<file path="config.mk">
export PLATFORM = sky130hd
export DESIGN_NAME = mult_pipe_scaled
export DESIGN_NICKNAME = d
export VERILOG_FILES = /design/src/rtl/mult_pipe_scaled_pkg.sv /design/src/rtl/mult_pipe_stage.sv /design/src/rtl/mult_pipe_scaled.sv
export SDC_FILE = /design/constraint.sdc
export NUM_CORES = 1
export LEC_CHECK = 0
export CAP_MARGIN = 10
export CORE_MARGIN = 8
export CORE_UTILIZATION = 60
export DETAILED_ROUTE_END_ITERATION = 8
export DONT_BUFFER_PORTS = 1
export PLACE_DENSITY_LB_ADDON = 0.1
export RECOVER_POWER = 25
export SYNTH_ARGS = -nofsm -noshare
export SYNTH_HDL_FRONTEND = slang
export SYNTH_HIERARCHICAL = 1
export SYNTH_SLANG_ARGS = --single-unit
</file>
<file path="constraint.sdc">
create_clock -name clk -period 7.4 [get_ports clk]
set_clock_uncertainty 0.15 [all_clocks]
set_input_delay 0.37 -clock clk [delete_from_list [all_inputs] [get_ports clk]]
set_output_delay 0.37 -clock clk [all_outputs]
set_load 0.1 [all_outputs]
</file>
<file path="src/rtl/mult_pipe_scaled_pkg.sv">
`default_nettype none
// ============================================================================
// Module      : mult_pipe_scaled_pkg
// Description : Shared constants and saturation-bound helpers for the
//               pipelined shift-add multiplier. The width constants describe
//               the default configuration; parameterised instances derive
//               their own widths from WA/WB.
// Revision    : 1.0 - initial release
// ============================================================================
package mult_pipe_scaled_pkg;

    // Default operand widths
    localparam int c_WA_DEF = 8;
    localparam int c_WB_DEF = 8;

    // Full-product width and pipeline latency at the default configuration
    localparam int c_P   = c_WA_DEF + c_WB_DEF;
    localparam int c_LAT = c_WB_DEF + 1;

    // Working width for saturation compares. Wide enough to hold any
    // P+1-bit intermediate as a signed value for P up to 64.
    localparam int c_SAT_W = 66;

    // Largest representable result for a given output width and mode
    function automatic logic signed [c_SAT_W-1:0] sat_max(input int width,
                                                          input logic is_signed);
        if (is_signed)
            return (c_SAT_W'(1) << (width - 1)) - c_SAT_W'(1);
        else
            return (c_SAT_W'(1) << width) - c_SAT_W'(1);
    endfunction

    // Smallest representable result for a given output width and mode
    function automatic logic signed [c_SAT_W-1:0] sat_min(input int width,
                                                          input logic is_signed);
        if (is_signed)
            return -(c_SAT_W'(1) << (width - 1));
        else
            return '0;
    endfunction

endpackage
`default_nettype wire

</file>
<file path="src/rtl/mult_pipe_stage.sv">
`default_nettype none
// ============================================================================
// Module      : mult_pipe_stage
// Description : One registered shift-add/subtract stage of the multiplier.
//               Consumes the lowest remaining multiplier bit and adds (or, in
//               the MSB stage of a signed sample, subtracts) the multiplicand
//               shifted by the stage index.
// Ports       : clk, rst, ce          - clock, sync reset, clock enable
//               i_valid / o_valid     - sample valid
//               i_signed / o_signed   - two's-complement mode of the sample
//               i_acc / o_acc         - partial product (P bits, mod 2^P)
//               i_a_ext / o_a_ext     - extended multiplicand (unshifted)
//               i_b / o_b             - remaining multiplier bits, LSB next
//               i_tag / o_tag         - sideband tag
// Revision    : 1.0 - initial release
// ============================================================================
module mult_pipe_stage
    import mult_pipe_scaled_pkg::*;
#(
    parameter int P     = 16,
    parameter int WB    = 8,
    parameter int TAG_W = 4,
    parameter int IDX   = 0
) (
    input  logic             clk,
    input  logic             rst,
    input  logic             ce,
    input  logic             i_valid,
    input  logic             i_signed,
    input  logic [P-1:0]     i_acc,
    input  logic [P-1:0]     i_a_ext,
    input  logic [WB-1:0]    i_b,
    input  logic [TAG_W-1:0] i_tag,
    output logic             o_valid,
    output logic             o_signed,
    output logic [P-1:0]     o_acc,
    output logic [P-1:0]     o_a_ext,
    output logic [WB-1:0]    o_b,
    output logic [TAG_W-1:0] o_tag
);

    // The multiplier MSB carries negative weight in two's complement
    localparam bit c_LAST = (IDX == WB - 1);

    logic [P-1:0] w_addend;
    logic [P-1:0] w_acc_nxt;
    logic         w_sub;

    assign w_addend  = i_b[0] ? (i_a_ext << IDX) : '0;
    assign w_sub     = c_LAST && i_signed;
    assign w_acc_nxt = w_sub ? (i_acc - w_addend) : (i_acc + w_addend);

    always_ff @(posedge clk) begin
        if (rst) begin
            o_valid  <= 1'b0;
            o_signed <= 1'b0;
            o_acc    <= '0;
            o_a_ext  <= '0;
            o_b      <= '0;
            o_tag    <= '0;
        end else if (ce) begin
            o_valid  <= i_valid;
            o_signed <= i_signed;
            o_acc    <= w_acc_nxt;
            o_a_ext  <= i_a_ext;
            o_b      <= i_b >> 1;
            o_tag    <= i_tag;
        end
    end

endmodule
`default_nettype wire

</file>
<file path="src/rtl/mult_pipe_scaled.sv">
`default_nettype none
// ============================================================================
// Module      : mult_pipe_scaled
// Description : Fully pipelined shift-add multiplier (one multiplier bit per
//               stage, one sample per ce-active cycle) followed by a
//               round-half-up scaling and saturation output stage.
//               Latency is WB+1 ce-active cycles.
// Ports       : clk, rst, ce          - clock, sync reset, clock enable
//               in_valid, in_signed   - sample valid / two's-complement mode
//               a [WA], b [WB]        - multiplicand / multiplier
//               in_tag [TAG_W]        - sideband travelling with the sample
//               out_valid             - result valid
//               result [OUT_W]        - scaled, rounded, saturated product
//               sat                   - result was clipped
//               out_tag [TAG_W]       - tag of the sample in result
// Revision    : 1.0 - initial release
// ============================================================================
module mult_pipe_scaled
    import mult_pipe_scaled_pkg::*;
#(
    parameter int WA    = c_WA_DEF,
    parameter int WB    = c_WB_DEF,
    parameter int OUT_W = 16,
    parameter int SHIFT = 0,
    parameter int TAG_W = 4
) (
    input  logic             clk,
    input  logic             rst,
    input  logic             ce,
    input  logic             in_valid,
    input  logic             in_signed,
    input  logic [WA-1:0]    a,
    input  logic [WB-1:0]    b,
    input  logic [TAG_W-1:0] in_tag,
    output logic             out_valid,
    output logic [OUT_W-1:0] result,
    output logic             sat,
    output logic [TAG_W-1:0] out_tag
);

    localparam int c_PW  = WA + WB;
    // Rounding constant 2^(SHIFT-1); zero when no scaling is applied
    localparam int c_RSH = (SHIFT > 0) ? SHIFT - 1 : 0;
    localparam logic [c_PW:0] c_RND = (SHIFT > 0) ? ((c_PW + 1)'(1) << c_RSH) : '0;

    // ------------------------------------------------------------------
    // Shift-add pipeline. Index 0 is the pipeline input, index WB the
    // output of the last shift-add stage.
    // ------------------------------------------------------------------
    logic             w_vld  [0:WB];
    logic             w_sgn  [0:WB];
    logic [c_PW-1:0]  w_acc  [0:WB];
    logic [c_PW-1:0]  w_aext [0:WB];
    logic [WB-1:0]    w_b    [0:WB];
    logic [TAG_W-1:0] w_tag  [0:WB];

    assign w_vld[0]  = in_valid;
    assign w_sgn[0]  = in_signed;
    assign w_acc[0]  = '0;
    assign w_aext[0] = in_signed ? {{WB{a[WA-1]}}, a} : {{WB{1'b0}}, a};
    assign w_b[0]    = b;
    assign w_tag[0]  = in_tag;

    generate
        for (genvar i = 0; i < WB; i++) begin : g_stage
            mult_pipe_stage #(
                .P     (c_PW),
                .WB    (WB),
                .TAG_W (TAG_W),
                .IDX   (i)
            ) u_stage (
                .clk      (clk),
                .rst      (rst),
                .ce       (ce),
                .i_valid  (w_vld[i]),
                .i_signed (w_sgn[i]),
                .i_acc    (w_acc[i]),
                .i_a_ext  (w_aext[i]),
                .i_b      (w_b[i]),
                .i_tag    (w_tag[i]),
                .o_valid  (w_vld[i+1]),
                .o_signed (w_sgn[i+1]),
                .o_acc    (w_acc[i+1]),
                .o_a_ext  (w_aext[i+1]),
                .o_b      (w_b[i+1]),
                .o_tag    (w_tag[i+1])
            );
        end
    endgenerate

    // ------------------------------------------------------------------
    // Output stage: round, scale, saturate
    // ------------------------------------------------------------------
    logic                      w_sgn_f;
    logic [c_PW:0]             w_ext;
    logic [c_PW:0]             w_sum;
    logic [c_PW:0]             w_shr_s;
    logic [c_PW:0]             w_shr_u;
    logic [c_PW:0]             w_shr;
    logic signed [c_SAT_W-1:0] w_t;
    logic signed [c_SAT_W-1:0] w_max;
    logic signed [c_SAT_W-1:0] w_min;
    logic                      w_hi;
    logic                      w_lo;
    logic [OUT_W-1:0]          w_res;
    logic                      w_sat;

    assign w_sgn_f = w_sgn[WB];

    // One extra bit so the rounding add can never wrap in either mode
    assign w_ext = w_sgn_f ? {w_acc[WB][c_PW-1], w_acc[WB]} : {1'b0, w_acc[WB]};
    assign w_sum = w_ext + c_RND;

    // Kept as two separate shifts: mixing them in one ?: would make the
    // expression unsigned and silently turn >>> into a logical shift.
    assign w_shr_s = $signed(w_sum) >>> SHIFT;
    assign w_shr_u = w_sum >> SHIFT;
    assign w_shr   = w_sgn_f ? w_shr_s : w_shr_u;

    assign w_t = w_sgn_f ? {{(c_SAT_W - c_PW - 1){w_shr[c_PW]}}, w_shr}
                         : {{(c_SAT_W - c_PW - 1){1'b0}}, w_shr};

    assign w_max = sat_max(OUT_W, w_sgn_f);
    assign w_min = sat_min(OUT_W, w_sgn_f);

    always_comb begin
        w_hi  = 1'b0;
        w_lo  = 1'b0;
        w_res = w_t[OUT_W-1:0];
        if (w_t > w_max) begin
            w_hi  = 1'b1;
            w_res = w_max[OUT_W-1:0];
        end else if (w_t < w_min) begin
            w_lo  = 1'b1;
            w_res = w_min[OUT_W-1:0];
        end
        w_sat = w_hi | w_lo;
    end

    // Result fields only move for a valid sample so they keep the last
    // result through bubbles; out_valid tracks the valid bit every cycle.
    always_ff @(posedge clk) begin
        if (rst) begin
            out_valid <= 1'b0;
            result    <= '0;
            sat       <= 1'b0;
            out_tag   <= '0;
        end else if (ce) begin
            out_valid <= w_vld[WB];
            if (w_vld[WB]) begin
                result  <= w_res;
                sat     <= w_sat;
                out_tag <= w_tag[WB];
            end
        end
    end

endmodule
`default_nettype wire

</file>
# ---- Word level (Yosys, flattened, before mapping)
# Index checks and enable logic that the tools add are counted.
dict set report op_classes {
  mux 19
  addsub 8
  order_cmp 2
  n_bitwise 1
  n_reduce_logical 1
}
# op n
set op_table {}
lappend op_table {{$mux 16} 13}
lappend op_table {{$mux 66} 2}
lappend op_table {{$add 16x16->16} 7}
lappend op_table {{$gt 66x17->1} 1}
lappend op_table {{$lt 66x66->1} 1}
lappend op_table {{$mux 17} 1}
lappend op_table {{$sub 16x16->16} 1}
lappend op_table {{$mux 1} 3}
lappend op_table {{$reduce_and 2->1} 1}
lappend op_table {{$or 1x1->1} 1}
dict set report word_totals {
  ff_bits 310
  out_inout_bits 22
}

# ---- Logic depth before layout (Yosys ltp)
# Gate-level depths: netlist (run 1).
dict set report logic_depth {
  ltp_word 6
  ltp_mapped 12
  depth_no_buf 11
}

# ---- Cells and area by module
# Netlist (run 1), hierarchy kept.
# mod cells_each n_inst area_per_inst_um2
set modules_own_cells {}
lappend modules_own_cells {{mult_pipe_stage (g_stage[1].u_stage)} 282 1 2538.7}
lappend modules_own_cells {{mult_pipe_stage (g_stage[0].u_stage)} 283 1 2512.4}
lappend modules_own_cells {{mult_pipe_stage (g_stage[2].u_stage)} 259 1 2333.5}
lappend modules_own_cells {{mult_pipe_stage (g_stage[3].u_stage)} 244 1 2245.9}
lappend modules_own_cells {{mult_pipe_stage (g_stage[7].u_stage)} 230 1 2180.8}
lappend modules_own_cells {{mult_pipe_stage (g_stage[4].u_stage)} 226 1 2177.1}
lappend modules_own_cells {{mult_pipe_stage (g_stage[5].u_stage)} 220 1 2094.5}
lappend modules_own_cells {{mult_pipe_stage (g_stage[6].u_stage)} 208 1 2044.5}
lappend modules_own_cells {mult_pipe_scaled 103 1 997.2}

# ---- Least setup slack after synthesis (run 1)
# Ideal clock, no wire load.
dict set report synth_timing {
  path_type {flip-flop to flip-flop}
  start {register g_stage[6].u_stage.o_b[0]}
  end {register g_stage[7].u_stage.o_acc[14]}
  required_time_ns 7.133
  period_less_slack_ns 2.808
  setup_slack_ns 4.592
  arrival_time_ns 2.541
  path_stages_with_launch 12
  cell_sequence {dfxtp_1 clkbuf_1 nand2_1 ha_1 nor2_1 xor2_1 ha_1 o21ai_0 a22oi_1 a41oi_1 xnor2_1 a22o_1}
}
dict set report synth_between {
  elab_chain_cells 3
  word_cells_on_any_way 4
  cone_classes {add/sub: 2; mux: 2}
}
# element line_no
set synth_rtl {}
lappend synth_rtl {{start: declaration} mult_pipe_stage.sv:38} ;# output logic [WB-1:0] o_b,
lappend synth_rtl {{start signal: assignment} mult_pipe_stage.sv:66} ;# o_b <= i_b >> 1;
lappend synth_rtl {{$mux 16 (*)} mult_pipe_stage.sv:49} ;# assign w_addend = i_b[0] ? (i_a_ext << IDX) : '0;
lappend synth_rtl {{$add 16x16->16 / $sub 16x16->16 (equally long branches)} mult_pipe_stage.sv:51} ;# assign w_acc_nxt = w_sub ? (i_acc - w_addend) : (i_acc + w_addend);
lappend synth_rtl {{$mux 16 (*)} mult_pipe_stage.sv:51}
lappend synth_rtl {{end signal: assignment} mult_pipe_stage.sv:64} ;# o_acc <= w_acc_nxt;
lappend synth_rtl {{end: declaration} mult_pipe_stage.sv:36} ;# output logic [P-1:0] o_acc,
# Mark *: on every way between the ends. The rest lies on a longest branch, timed or not.
# A chain may end at the register's enable or synchronous reset.

# ---- Final worst setup path (run 1)
# Ends and elaborated chain as after synthesis.

==> results.tsv, run 1 <==
stage	metric	value	unit
clock_tree	Max H-tree Level	2	
clock_tree	clk sinks	310	
critical_path	WS Path Type	reg -> reg	
power_and_ir_drop	Flop pwr share	45.6	%
place	IO buf count	0	
logic_synthesis	yosys warns	6	
sta	final critical path time including I/O delays and setup	3.11	ns
critical_path	CP Launch Type	flop	
sta	Slew HR	-0.248	%
route	routed vias/inst	5.77	
die	chip height	182	um
sta	pin slew with the least headroom to its limit	1.50	ns
cells_and_area	layout cells sized above 1	6.27	%
place	HPWL after DPL	23100	um
global_route	largest net degree at the start of global routing	307	
sta	RSZ-0062 raised after global routing	no	
status	violated checks	slew limit	
power_and_ir_drop	Switching Share	23.4	%
power_and_ir_drop	total power draw	3820	uW
power_and_ir_drop	Pwr per Cell Area	206	mW/mm2
critical_path	Worst setup EP type	flop	
die	core area	0.0276	mm2
route	Initial DRC Count	789	
sta	Final Cycle Share	42.0	%
die	die area	0.0332	mm2
power_and_ir_drop	Comb pwr share	8.0	%
global_route	initial antenna violation count	1	
power_and_ir_drop	VDD IR max	0.168	mV
die	die width	182	um
status	status	finished, violations left	
route	Post-Route WL	36900	um
clock_tree	CTS buffer count	35	
cells_and_area	final antenna diode count	0	
die	Rows	61	
cells_and_area	Post-Route Utilization	67.1	%
route	drt drc	0	
global_route	vias in the first global route	12160	
route	Antenna Nets Post-Route	0	
clock_tree	CTS clk-pin slew, worst paths	0.06	ns
cells_and_area	Area Overhead vs Synth	11.4	%
logic_synthesis	Syn Std Cell Area	0.0166	mm2
cells_and_area	Layout fillers	2280	
flow_run	max cap viols	0	
power_and_ir_drop	P_leak	0.00786	uW
critical_path	CP required	7.67	ns
die	initial core utilization	60.3	%
sta	Hold Slack	0.0216	ns
clock_tree	Root Driver	clkbuf_16	
route	First-pass DRT Iterations	4	
place	Placer Congestion	0.861	
global_route	total congestion overflow	0	
sta	worst setup margin	4.29	ns
clock_tree	TritonCTS clock tree	yes	
power_and_ir_drop	sw power	893	uW
logic_synthesis	Mean Syn Cell Area	9.11	um2
cells_and_area	commonest cells after routing, fill and taps aside	310 x dfxtp_1, 276 x nor2_1, 223 x mux2i_1, 98 x a21oi_1, 94 x ha_1	
route	routed via count	12866	
global_route	first-pass GRT wire length	60600	um
cells_and_area	NumNets Final	1953	
sta	setup_tns	0	ns
route	WL/cell	16.5	um
sta	f_max	322	MHz
power_and_ir_drop	Clk network pwr share	46.4	%
global_route	gr usage total	21.6	%
hold_path	Hold Path Stages	3	
sta	Fin. Hold Viols	0	
power_and_ir_drop	internal power	2920	uW
sta	Final Max Slew Viols	31	
die	IO Pins	47	
clock_tree	CTS resizes	0	
clock_tree	clk_lat worst skew	0.53	ns
clock_tree	Bufs on Longest Clock Path	3	
cells_and_area	commonest non-fill, non-tap cell in the layout	dfxtp_1	
place	worst slack, placed	4.34	ns
critical_path	critical-path maximum fanout	16	
critical_path	Critical Path AT	3.38	ns
sta	Setup-failing EPs final	0	
critical_path	worst r2r path cells	10	
logic_synthesis	Mapped Cells	1823	
hold_path	worst hold path type	in -> reg	
-- path summary, 6_finish.rpt --
kind              slack (ns)                            to                         start
hold reg to reg         0.31  g_stage[7].u_stage/o_acc[10]  g_stage[7].u_stage/o_acc[10]
setup reg to reg        4.29  g_stage[7].u_stage/o_acc[14]     g_stage[6].u_stage/o_b[0]
setup / recovery        4.29  g_stage[7].u_stage/o_acc[14]     g_stage[6].u_stage/o_b[0]
hold / removal          0.02  g_stage[2].u_stage/o_acc[13]                           rst
-- power by group through the flow --
| stage | clock network (uW) | registers (uW) | logic (uW) |
|---|---|---|---|
| 2_1_floorplan | 0 | 1760 | 249 |
| 3_3_place_gp | 0 | 1780 | 204 |
| 3_5_place_dp | 0 | 1780 | 210 |
| 4_1_cts | 1810 | 1740 | 300 |
| 5_1_grt | 1890 | 1740 | 334 |
| 6_report | 1770 | 1740 | 304 |
-- what timing repair did --
action / CTS / global route
buffers inserted: 0 / 0
endpoints found under the hold margin: 296 / 0
endpoints found under the setup margin: 0 / 0
hold buffers: 64 / 0
-- critical path, cell delays in order, from the launching register on --
cell	delay (ns)
dfxtp_1	0.65
nand2_1	0.16
ha_1	0.27
nor2_1	0.21
xor2_1	0.10
ha_1	0.32
o21ai_0	0.09
a22oi_1	0.45
a41oi_1	0.22
xnor2_1	0.17
a22o_1	0.22
-- sequential cells by signal (all words and copies together) (netlist names) --
| name | count |
|---|---|
| g_stage.u_stage/o_a_ext | 84 |
| g_stage.u_stage/o_signed | 8 |
| out_valid | 1 |
| g_stage.u_stage/o_tag | 32 |
| g_stage.u_stage/o_valid | 8 |
| result | 16 |
| out_tag | 4 |
| sat | 1 |
| g_stage.u_stage/o_acc | 128 |
| g_stage.u_stage/o_b | 28 |
-- area by class of cell --
cell class	instances	area (um2)	share of cell area [%]
Multi-Input combinational cell	1369	9740	52.7
Sequential cell	310	6210	33.6
Clock buffer	54	1080	5.83
Timing Repair Buffer	64	693	3.75
Tap cell	378	473	2.56
Inverter	47	176	0.954
Clock inverter	7	121	0.656
-- metrics by stage --
stage,cells,cell area (um2)
floorplan,1839,16700
global placement,2104,16600
detailed placement,2104,16600
CTS,2229,18500
global route,2229,18500
finish,2229,18500
-- per-layer routing --
layer | GRT usage [%] | vias up | share of wire [%]
li1 | - | 6481 | -
met1 | 27.5 | 6112 | 46
met2 | 37.3 | 211 | 48
met3 | 2.90 | 62 | 3.7
met4 | 6.92 | 0 | 2.6
met5 | 0 | - | 0
Note: power is estimated with default switching activity, not from simulation.
==> run 2, diff against run 1 <==
--- a/config.mk
+++ b/config.mk
@@ -7,7 +7,7 @@
 export LEC_CHECK = 0
 export CAP_MARGIN = 10
 export CORE_MARGIN = 8
-export CORE_UTILIZATION = 60
+export CORE_UTILIZATION = 59
 export DETAILED_ROUTE_END_ITERATION = 8
 export DONT_BUFFER_PORTS = 1
 export PLACE_DENSITY_LB_ADDON = 0.1
==> constraint.sdc (replaced) <==
create_clock -name clk -period 2.51 [get_ports clk]
set_clock_uncertainty 0.15 [all_clocks]
set_input_delay 0.1255 -clock clk [delete_from_list [all_inputs] [get_ports clk]]
set_output_delay 0.1255 -clock clk [all_outputs]
set_load 0.1 [all_outputs]
==> results.tsv, run 2 (same netlist as run 1, synthesis figures left out) <==
stage	metric	value	unit
route	Initial DRC Count	1094	
global_route	largest net degree at the start of global routing	373	
route	WL/cell	17.6	um
critical_path	CP required	2.75	ns
cells_and_area	Post-Route Utilization	78.2	%
route	routed via count	14598	
clock_tree	Bufs on Longest Clock Path	3	
cells_and_area	max reg flops	128	
status	violated checks	setup timing	
clock_tree	clk sinks	310	
die	IO Pins	47	
sta	setup_tns	-0.0830	ns
route	Post-Route WL	44900	um
clock_tree	Max H-tree Level	2	
clock_tree	CTS buffer count	35	
sta	f_max	392	MHz
cells_and_area	commonest non-fill, non-tap cell in the layout	dlygate4sd3_1	
sta	worst setup margin	-0.0439	ns
global_route	gr usage total	24.3	%
cells_and_area	biggest regs	g_stage.u_stage/o_acc (128), g_stage.u_stage/o_a_ext (84), g_stage.u_stage/o_tag (32)	
global_route	vias in the first global route	14134	
sta	Final Cycle Share	102	%
critical_path	CP Launch Type	flop	
sta	Slew HR	41.5	%
cells_and_area	most flop-heavy register	g_stage.u_stage/o_acc	
sta	Final Max Slew Viols	0	
place	Placer Congestion	0.847	
critical_path	critical-path maximum fanout	2	
cells_and_area	commonest cells after routing, fill and taps aside	324 x dlygate4sd3_1, 301 x dfxtp_1, 275 x nor2_1, 223 x mux2i_1, 94 x a21oi_1	
sta	RSZ-0062 raised after global routing	yes	
die	core area	0.0278	mm2
power_and_ir_drop	VDD IR max	0.448	mV
die	die area	0.0338	mm2
route	First-pass DRT Iterations	6	
cells_and_area	NumNets Final	2273	
flow_run	max cap viols	0	
sta	Setup-failing EPs final	3	
route	drt drc	0	
cells_and_area	layout cells sized above 1	9.91	%
die	chip height	184	um
clock_tree	Root Driver	clkbuf_16	
cells_and_area	Area Overhead vs Synth	30.8	%
die	initial core utilization	59.8	%
power_and_ir_drop	internal power	8430	uW
die	Rows	61	
route	Antenna Nets Post-Route	0	
status	status	finished, violations left	
power_and_ir_drop	Switching Share	23.8	%
sta	final critical path time including I/O delays and setup	2.55	ns
global_route	total congestion overflow	0	
place	HPWL after DPL	23300	um
critical_path	WS Path Type	reg -> reg	
global_route	initial antenna violation count	0	
route	routed vias/inst	5.73	
sta	Fin. Hold Viols	0	
sta	pin slew with the least headroom to its limit	0.877	ns
critical_path	Critical Path AT	2.80	ns
hold_path	worst hold path type	in -> reg	
power_and_ir_drop	sw power	2630	uW
global_route	first-pass GRT wire length	69100	um
place	IO buf count	0	
clock_tree	CTS clk-pin slew, worst paths	0.06	ns
power_and_ir_drop	Comb pwr share	9.0	%
die	die width	184	um
clock_tree	TritonCTS clock tree	yes	
power_and_ir_drop	P_leak	0.00996	uW
power_and_ir_drop	Clk network pwr share	44.6	%
clock_tree	clk_lat worst skew	0.53	ns
critical_path	Worst setup EP type	flop	
power_and_ir_drop	Flop pwr share	46.4	%
power_and_ir_drop	Pwr per Cell Area	509	mW/mm2
run 2: power by group through the flow:
| stage | Combinational [uW] | Sequential (uW) | Clock (uW) |
|---|---|---|---|
| after CTS | 853 | 5120 | 5000 |
| after detailed placement | 640 | 5230 | 0 |
| final | 996 | 5130 | 4940 |
| after global placement | 624 | 5230 | 0 |
| after global routing | 1070 | 5140 | 5230 |
| after floorplan | 736 | 5200 | 0 |
run 2: per-stage QoR:
step	instance area, um2	worst slack, ns	hold WS (ns)	total power, uW	instances
final	21700	-0.0439	0.0693	11100	2548
after global routing	21700	-0.181	0.0752	11400	2547
after CTS	21300	-0.0184	-0.454	11000	2532
after detailed placement	17000	-0.0654	0.0758	5870	2157
after global placement	17000	-0.0433	0.0745	5850	2157
after floorplan	16700	0.0123	0.0476	5930	1839
run 2: layout make-up:
type	instances	area (um2)
clock inverters	10	113
flip-flops and latches	310	6220
well taps	378	473
fillers	1805	6070
diodes	1	2.50
multi-input cells	1369	10000
clock buffers	49	978
inverters	47	176
repair buffers	384	3740
run 2: metal layers:
metal	track usage [%]	up-vias	routed length, um
met5	0	-	0
met4	10.6	0	1860
met3	3.56	139	1690
met2	42.7	317	22400
met1	29.3	7037	18900
li1	-	7105	-
run 2: worst max-delay path, stage by stage, from the launching register on:
cell	delay [ns]
dfxtp_2	0.32
or2_4	0.26
nor4_4	0.16
nor2_1	0.08
xor2_1	0.13
nand2_1	0.10
ha_4	0.23
a21o_1	0.20
a21o_2	0.24
a221oi_2	0.27
o211ai_1	0.12
nor4b_2	0.17
run 2: path summary, 6_finish.rpt:
kind,startpoint,endpoint,slack (ns),cells past startpoint
worst min register to register,g_stage[3].u_stage/o_acc[14],g_stage[3].u_stage/o_acc[14],0.31,2
worst max-delay path,g_stage[6].u_stage/o_a_ext[2],g_stage[7].u_stage/o_acc[15],-0.04,11
worst min-delay path,ce,g_stage[2].u_stage/o_acc[11],0.07,3
worst max register to register,g_stage[6].u_stage/o_a_ext[2],g_stage[7].u_stage/o_acc[15],-0.04,11
run 2: what timing repair did:
action	in CTS	in global routing
cloned	0	0
gates resized for setup	6	54
setup buffers	0	5
hold buffers	316	10
pin swaps	2	20
hold endpoints to repair	309	42
setup endpoints to repair	6	29
